**config.mk**
```make
export PLATFORM = sky130hd
export DESIGN_NAME = imuldiv_muldiv_dispatch
export DESIGN_NICKNAME = d
export VERILOG_FILES = /design/src/rtl/imuldiv_muldiv_dispatch_pkg.sv /design/src/rtl/imuldiv_muldiv_dispatch_ctrl.sv /design/src/rtl/imuldiv_muldiv_dispatch_dpath.sv /design/src/rtl/imuldiv_muldiv_dispatch.sv
export SDC_FILE = /design/constraint.sdc
export NUM_CORES = 1
export LEC_CHECK = 0
export BUFFER_PORTS_ARGS = -buffer_cell sky130_fd_sc_hd__buf_2
export CORE_AREA = 8 8 149 151
export CTS_CLUSTER_SIZE = 20
export DETAILED_ROUTE_END_ITERATION = 12
export DIE_AREA = 0 0 157 159
export GPL_TIMING_DRIVEN = 1
export SLEW_MARGIN = 25
export SYNTH_ARGS = -nofsm -noshare
export SYNTH_HDL_FRONTEND = slang
export SYNTH_HIERARCHICAL = 1
export SYNTH_SLANG_ARGS = --single-unit
```
**constraint.sdc**
```tcl
create_clock -name clk -period 6.65 [get_ports clk]
set_input_delay 1.33 -clock clk [delete_from_list [all_inputs] [get_ports clk]]
set_output_delay 1.33 -clock clk [all_outputs]
set_load 0.02 [all_outputs]
```
**src/rtl/imuldiv_muldiv_dispatch_pkg.sv**
```systemverilog
// Shared imuldiv request encodings: upstream fn codes, dispatch FSM states,
// and the {is_rem, is_signed} function field sent to the divider.
package imuldiv_muldiv_dispatch_pkg;

  typedef enum logic [2:0] {
    FN_MUL  = 3'd0,
    FN_DIV  = 3'd1,
    FN_DIVU = 3'd2,
    FN_REM  = 3'd3,
    FN_REMU = 3'd4
  } fn_e;

  typedef enum logic [1:0] {
    ST_IDLE,
    ST_ISSUE,
    ST_WAIT,
    ST_RESP
  } state_e;

  typedef enum logic [1:0] {
    DIVFN_DIVU = 2'b00,
    DIVFN_DIV  = 2'b01,
    DIVFN_REMU = 2'b10,
    DIVFN_REM  = 2'b11
  } divfn_e;

  // Codes 5-7 are unsupported and never reach a sub-unit.
  function automatic logic fn_legal(input logic [2:0] fn);
    return fn <= FN_REMU;
  endfunction

  function automatic logic [1:0] div_fn(input logic [2:0] fn);
    case (fn)
      FN_DIV:  return DIVFN_DIV;
      FN_REM:  return DIVFN_REM;
      FN_REMU: return DIVFN_REMU;
      default: return DIVFN_DIVU;
    endcase
  endfunction

endpackage

```
**src/rtl/imuldiv_muldiv_dispatch_ctrl.sv**
```systemverilog
// Dispatch control FSM: accepts one request, issues it to the selected unit,
// waits for its response, then presents the result downstream.
module imuldiv_muldiv_dispatch_ctrl
  import imuldiv_muldiv_dispatch_pkg::*;
(
  input  logic clk,
  input  logic reset,
  input  logic muldivreq_val,
  input  logic req_legal,
  input  logic sel_mul,
  input  logic mulreq_rdy,
  input  logic mulresp_val,
  input  logic divreq_rdy,
  input  logic divresp_val,
  input  logic muldivresp_rdy,
  output logic muldivreq_rdy,
  output logic mulreq_val,
  output logic divreq_val,
  output logic mulresp_rdy,
  output logic divresp_rdy,
  output logic muldivresp_val,
  output logic req_en,
  output logic res_en,
  output logic res_illegal
);

  state_e state;
  state_e state_next;

  always_ff @(posedge clk) begin
    if (reset) state <= ST_IDLE;
    else       state <= state_next;
  end

  // Every val/rdy output is a pure decode of state (reset only masks rdy).
  always_comb begin
    state_next     = state;
    muldivreq_rdy  = 1'b0;
    mulreq_val     = 1'b0;
    divreq_val     = 1'b0;
    mulresp_rdy    = 1'b0;
    divresp_rdy    = 1'b0;
    muldivresp_val = 1'b0;
    req_en         = 1'b0;
    res_en         = 1'b0;
    res_illegal    = 1'b0;
    case (state)
      ST_IDLE: begin
        muldivreq_rdy = !reset;
        if (muldivreq_val && !reset) begin
          req_en = 1'b1;
          if (req_legal) begin
            state_next = ST_ISSUE;
          end else begin
            res_en      = 1'b1;
            res_illegal = 1'b1;
            state_next  = ST_RESP;
          end
        end
      end
      ST_ISSUE: begin
        mulreq_val = sel_mul;
        divreq_val = !sel_mul;
        if (sel_mul ? mulreq_rdy : divreq_rdy) state_next = ST_WAIT;
      end
      ST_WAIT: begin
        mulresp_rdy = sel_mul;
        divresp_rdy = !sel_mul;
        if (sel_mul ? mulresp_val : divresp_val) begin
          res_en     = 1'b1;
          state_next = ST_RESP;
        end
      end
      ST_RESP: begin
        muldivresp_val = 1'b1;
        if (muldivresp_rdy) state_next = ST_IDLE;
      end
      default: state_next = ST_IDLE;
    endcase
  end

endmodule

```
**src/rtl/imuldiv_muldiv_dispatch_dpath.sv**
```systemverilog
// Dispatch datapath: latched request fields, operand fan-out to the mul and
// div units, and the registered response result.
module imuldiv_muldiv_dispatch_dpath
  import imuldiv_muldiv_dispatch_pkg::*;
#(
  parameter logic [63:0] p_illegal_result = 64'h0
) (
  input  logic        clk,
  input  logic        reset,
  input  logic        req_en,
  input  logic        res_en,
  input  logic        res_illegal,
  input  logic [2:0]  muldivreq_msg_fn,
  input  logic [31:0] muldivreq_msg_a,
  input  logic [31:0] muldivreq_msg_b,
  input  logic [63:0] mulresp_msg_result,
  input  logic [63:0] divresp_msg_result,
  output logic [31:0] mulreq_msg_a,
  output logic [31:0] mulreq_msg_b,
  output logic [1:0]  divreq_msg_fn,
  output logic [31:0] divreq_msg_a,
  output logic [31:0] divreq_msg_b,
  output logic [63:0] muldivresp_msg_result,
  output logic        req_legal,
  output logic        sel_mul
);

  logic [2:0]  fn_reg;
  logic [31:0] a_reg;
  logic [31:0] b_reg;
  logic [63:0] result_reg;

  always_ff @(posedge clk) begin
    if (reset) begin
      fn_reg     <= '0;
      a_reg      <= '0;
      b_reg      <= '0;
      result_reg <= '0;
    end else begin
      if (req_en) begin
        fn_reg <= muldivreq_msg_fn;
        a_reg  <= muldivreq_msg_a;
        b_reg  <= muldivreq_msg_b;
      end
      if (res_en) begin
        if (res_illegal)
          result_reg <= p_illegal_result;
        else if (sel_mul)
          result_reg <= mulresp_msg_result;
        else
          result_reg <= divresp_msg_result;
      end
    end
  end

  assign req_legal             = fn_legal(muldivreq_msg_fn);
  assign sel_mul               = (fn_reg == FN_MUL);
  assign mulreq_msg_a          = a_reg;
  assign mulreq_msg_b          = b_reg;
  assign divreq_msg_a          = a_reg;
  assign divreq_msg_b          = b_reg;
  assign divreq_msg_fn         = div_fn(fn_reg);
  assign muldivresp_msg_result = result_reg;

endmodule

```
**src/rtl/imuldiv_muldiv_dispatch.sv**
```systemverilog
// Mul/div dispatcher: routes one upstream request at a time to the iterative
// multiplier or divider and returns its 64-bit result downstream.
module imuldiv_muldiv_dispatch
  import imuldiv_muldiv_dispatch_pkg::*;
#(
  parameter logic [63:0] p_illegal_result = 64'h0
) (
  input  logic        clk,
  input  logic        reset,
  input  logic [2:0]  muldivreq_msg_fn,
  input  logic [31:0] muldivreq_msg_a,
  input  logic [31:0] muldivreq_msg_b,
  input  logic        muldivreq_val,
  output logic        muldivreq_rdy,
  output logic [31:0] mulreq_msg_a,
  output logic [31:0] mulreq_msg_b,
  output logic        mulreq_val,
  input  logic        mulreq_rdy,
  input  logic [63:0] mulresp_msg_result,
  input  logic        mulresp_val,
  output logic        mulresp_rdy,
  output logic [1:0]  divreq_msg_fn,
  output logic [31:0] divreq_msg_a,
  output logic [31:0] divreq_msg_b,
  output logic        divreq_val,
  input  logic        divreq_rdy,
  input  logic [63:0] divresp_msg_result,
  input  logic        divresp_val,
  output logic        divresp_rdy,
  output logic [63:0] muldivresp_msg_result,
  output logic        muldivresp_val,
  input  logic        muldivresp_rdy
);

  logic req_en;
  logic res_en;
  logic res_illegal;
  logic req_legal;
  logic sel_mul;

  imuldiv_muldiv_dispatch_ctrl u_ctrl (
    .clk            (clk),
    .reset          (reset),
    .muldivreq_val  (muldivreq_val),
    .req_legal      (req_legal),
    .sel_mul        (sel_mul),
    .mulreq_rdy     (mulreq_rdy),
    .mulresp_val    (mulresp_val),
    .divreq_rdy     (divreq_rdy),
    .divresp_val    (divresp_val),
    .muldivresp_rdy (muldivresp_rdy),
    .muldivreq_rdy  (muldivreq_rdy),
    .mulreq_val     (mulreq_val),
    .divreq_val     (divreq_val),
    .mulresp_rdy    (mulresp_rdy),
    .divresp_rdy    (divresp_rdy),
    .muldivresp_val (muldivresp_val),
    .req_en         (req_en),
    .res_en         (res_en),
    .res_illegal    (res_illegal)
  );

  imuldiv_muldiv_dispatch_dpath #(
    .p_illegal_result (p_illegal_result)
  ) u_dpath (
    .clk                   (clk),
    .reset                 (reset),
    .req_en                (req_en),
    .res_en                (res_en),
    .res_illegal           (res_illegal),
    .muldivreq_msg_fn      (muldivreq_msg_fn),
    .muldivreq_msg_a       (muldivreq_msg_a),
    .muldivreq_msg_b       (muldivreq_msg_b),
    .mulresp_msg_result    (mulresp_msg_result),
    .divresp_msg_result    (divresp_msg_result),
    .mulreq_msg_a          (mulreq_msg_a),
    .mulreq_msg_b          (mulreq_msg_b),
    .divreq_msg_fn         (divreq_msg_fn),
    .divreq_msg_a          (divreq_msg_a),
    .divreq_msg_b          (divreq_msg_b),
    .muldivresp_msg_result (muldivresp_msg_result),
    .req_legal             (req_legal),
    .sel_mul               (sel_mul)
  );

endmodule

```
# After elaboration in Yosys (flattened, before gate mapping)
# Cells that the tools add are included.
# op_classes
reduce_logical	6
eq_ne	10
muxes	24
magnitude_cmp	1
# ops
operator	count
64-bit 2-to-1 mux	2
1-bit 2-to-1 mux	14
2-bit 2-to-1 mux	5
2-bit case mux with 4 select lines	1
2-bit by 1-bit != test with 1-bit output (second input constant)	3
2-bit case mux with 3 select lines	1
2-bit == test (second input constant)	2
4-bit AND reduction	1
3-bit by 1-bit == test with 1-bit output (second input constant)	1
3-bit by 2-bit == test with 1-bit output (second input constant)	1
3-bit == test (second input constant)	1
3-bit less-or-equal comparator (second input constant)	1
3-bit zero test	1
2-bit by 1-bit == test with 1-bit output (second input constant)	1
1-bit zero test	2
2-bit zero test	1
2-bit != test (second input constant)	1
1-bit case mux with 2 select lines	1
1-bit logical AND	1
# word_totals
ff_bits	133
word_cells	46
output_inout_bits	200
inputBits	203

# Logic depth before layout (Yosys ltp)
# depth
depth_word	5
ltp_mapped	11
ltp_nobuf	9

# Cells and area by module
# Netlist, hierarchy kept.
# by_module_without_submodules
mod	seq_area_each_um2	cells_per_inst	area_per_inst_um2	instances
imuldiv_muldiv_dispatch_dpath	2622.5	503	5376.4	1
imuldiv_muldiv_dispatch_ctrl	40.0	31	254.0	1

# Worst setup path before layout
# No wires, ideal clock.
# synth_timing
kind	input port to output port
startpoint	input reset
endpoint	output muldivreq_rdy
setup_slack_ps	3655
required_time_ps	5320
stages	1
t_arrival_ps	1665
path_buffers	0
cell_sequence	nor2b_1
# synth_via
elab_chain_cells	2
# synth_lines
element	line_no	source
start: declaration	imuldiv_muldiv_dispatch.sv:9	input logic reset,
1-bit zero test	imuldiv_muldiv_dispatch_ctrl.sv:49	muldivreq_rdy = !reset;
1-bit 2-to-1 mux	imuldiv_muldiv_dispatch_ctrl.sv:47	case (state)
end: declaration	imuldiv_muldiv_dispatch.sv:14	output logic muldivreq_rdy,
# Every way passes these cells.

# Worst setup path after layout
# layout_timing
startpoint	register u_dpath.fn_reg[2]
endpoint	output divreq_val
# layout_via
elab_chain_cells	3
# layout_lines
element	line_no	source
start: declaration	imuldiv_muldiv_dispatch_dpath.sv:28	logic [2:0] fn_reg;
start signal: assignment	imuldiv_muldiv_dispatch_dpath.sv:41	fn_reg <= muldivreq_msg_fn;
3-bit zero test	imuldiv_muldiv_dispatch_dpath.sv:57	assign sel_mul = (fn_reg == FN_MUL);
net sel_mul	imuldiv_muldiv_dispatch.sv:39	logic sel_mul;
1-bit zero test	imuldiv_muldiv_dispatch_ctrl.sv:63	divreq_val = !sel_mul;
1-bit 2-to-1 mux	imuldiv_muldiv_dispatch_ctrl.sv:47	
end: declaration	imuldiv_muldiv_dispatch.sv:25	output logic divreq_val,
# The timed path passes the listed nets, and every way through them passes these cells.

==> metrics.yaml <==
status: "complete, no violations"
syn_area_um2: 5630
critPathCapture: "divreq_val"
slew_viol_final: 0
slew_headroom: 0.463
post-route-period-util: 0.475
maxCapViolations: 0
syn_inst: 534
first_pass_iters: 4
powerDensity_nw_per_um2: 336
yosysSeqAreaShare: 0.473
ant_nets: 0
finalSetupViolations: 0
power_uw: 2660
synth_area_leaders: "dfxtp_1, mux2i_1, a221o_1, buf_4, and2_1"
core_um2: 19800
ys_types: 27
cts_tree: "yes"
cts_setup_buffers: 0
rsz0062_at_grt: "no"
synth_area_leader_cell: "dfxtp_1"
holdBufCountCts: 0
syn_nets: 742
synth.most_common_cell: "dfxtp_1"
cts.path.max_buffers: 2
fin_nets: 1071
final_cells: 1147
endpoint_kind: "output port"
synth_compound_area_frac: 0.123
rrSetupSlack_ns: 3.87
hold_class: "register to register"
synth_edf_count: 0
synth.top_cells.by_count: "dfxtp_1, nor2_1, mux2i_1"
critPathRequiredTime_ns: 5.32
clock.fmax_mhz: 317
synth-xor-area-share: 0
yosys.area_share.simple: 0.138
drt_iter0_drc: 209
slowest_stage: "nor3_2"
place.gp.congestion: 0.794
reg2reg_to: "u_dpath/muldivresp_msg_result[43]"
async_reset_ff_frac: 0
crit_arrival_ns: 1.83
postCtsResizedCells: 0
drive_above_1_share: 0.513
rr_worst_depth: 7
largest_reg_flops: 64
reg2reg_from: "u_dpath/fn_reg[2]"
gr-usage-all-layers: 0.149
hold_violations: 0
synth_flop_cell: "dfxtp_1"
crit_buf_inv: 1
p_leak_uw: 0.00413
skew_ns: 0.0202
placed_cells: 1114
setup.worst_path.class: "register to output port"
insertion_delay_ns: 0.41
antenna_found_initial: 2
fin_setup_tns_ns: 0
setup.worst_path.start_class: "register"
path_max_fanout: 8
clk_pin_slew_ns: 0.06
grt_pass1_wl_um: 29200
htreeDepth: 4
crit_path_cell_trace: "nor3_2 -> and2b_2 -> buf_2"
wl_per_cell_um: 17.2
max-vdd-ir-drop_mv: 0.154
cts_buffers: 17
cp-startpoint: "u_dpath/fn_reg[2]"
yosysWarnings: 6
numClockSinks: 133
synth_top_family_by_area: "simple AND/OR/NAND/NOR gates"
ys_ff_latch: 133
vias: 4992
numPortBuffers: 402
period_needed_ns: 3.16
drt-total-wl_um: 19700
vias_per_cell: 4.35
dieArea_um2: 25000
io_pins: 403
clock-root-buffer: "clkbuf_16"
grt_max_degree: 75
avgSynthCellArea_um2: 10.5
area_growth_pct: 40.7
synth_adder_area_share: 0.0111
fp.dieW_um: 157
drc_errors: 0
crit_family: "simple AND/OR/NAND/NOR gates"
seqCellArea_um2: 2660
worst_pin_slew_ns: 0.805
num_rows: 52
fillers: 1994
synth_top_area_frac: 0.473
grt_remaining_overflow: 0
path_depth: 3
critPathMaxStageDelay_ns: 0.60
initial_core_util: 0.284
fp.dieH_um: 159
dp_hpwl_um: 15200
grt_pass1_vias: 5203
multi_input_area_um2: 2250
synthMuxAreaShare: 0.125
==> layout make-up <==
| cell class | instances | area share |
|---|---|---|
| clock inverter | 12 | 0.0153 |
| timing repair buffer | 409 | 0.263 |
| clock buffer | 20 | 0.0564 |
| antenna | 1 | 0.000316 |
| inverter | 5 | 0.00268 |
| sequential | 133 | 0.336 |
| multi-input combinational | 297 | 0.284 |
| tap | 270 | 0.0426 |
==> worst min path at each step <==
stage	from	to	slack [ns]	cells after the start
CTS	u_dpath/divreq_msg_a[21]	u_dpath/divreq_msg_a[21]	0.52	2
floorplan	u_ctrl/state[1]	u_ctrl/state[1]	0.48	2
global route	u_dpath/divreq_msg_a[21]	u_dpath/divreq_msg_a[21]	0.54	2
global placement	u_dpath/divreq_msg_a[16]	u_dpath/divreq_msg_a[16]	0.49	2
detailed placement	u_dpath/divreq_msg_b[16]	u_dpath/divreq_msg_b[16]	0.50	2
finish	u_dpath/divreq_msg_b[21]	u_dpath/divreq_msg_b[21]	0.51	2
==> power by group <==
part	internal [µW]	switching, µW	total (µW)
clock	531	378	909
combinational	313	468	781
sequential	906	64.2	970
total	1750	910	2660
==> worst min-delay path, delay by kind of cell (launching register included) <==
kind,cells,cell delay (ns)
and+or+nand+nor,1,0.07
muxes,1,0.07
DFF,1,0.34
==> cell usage in the layout (no fill, tap or decap), types with 2 or more instances in the layout <==
cell,n
a221o_1,64
nor2_1,72
nand2_1,3
inv_1,4
mux2i_1,69
dfxtp_1,133
buf_2,402
clkbuf_1,2
inv_6,4
and2_2,2
nor2b_1,2
buf_4,5
ha_1,5
o21ai_1,2
nand2b_1,2
and2_1,64
clkbuf_16,17
clkinvlp_4,4
clkinv_4,3
==> metrics by stage <==
stage / hold WS, ns / setup WS, ns / instance area [µm²] / util
detailed placement: 0.502 / 3.21 / 7350 / 0.370
global route: 0.539 / 3.40 / 7920 / 0.399
CTS: 0.518 / 3.46 / 7920 / 0.399
floorplan: 0.484 / 3.65 / 5630 / -
finish: 0.512 / 3.49 / 7920 / 0.399
global placement: 0.491 / 2.77 / 7320 / 0.369
==> cells by family after synthesis <==
logic type | count (synthesis)
AOI/OAI and AO/OA | 71
adders and majority gates | 5
buffers and inverters | 104
DFF | 133
muxes | 70
and+or+nand+nor | 151
==> layer usage <==
| layer | wire length [µm] | global-route usage |
|---|---|---|
| met1 | 7990 | 0.167 |
| met2 | 9190 | 0.251 |
| met3 | 2160 | 0.0630 |
| met5 | 20 | 0 |
| met4 | 318 | 0.0507 |
Note: power is estimated with default switching activity, not from simulation.
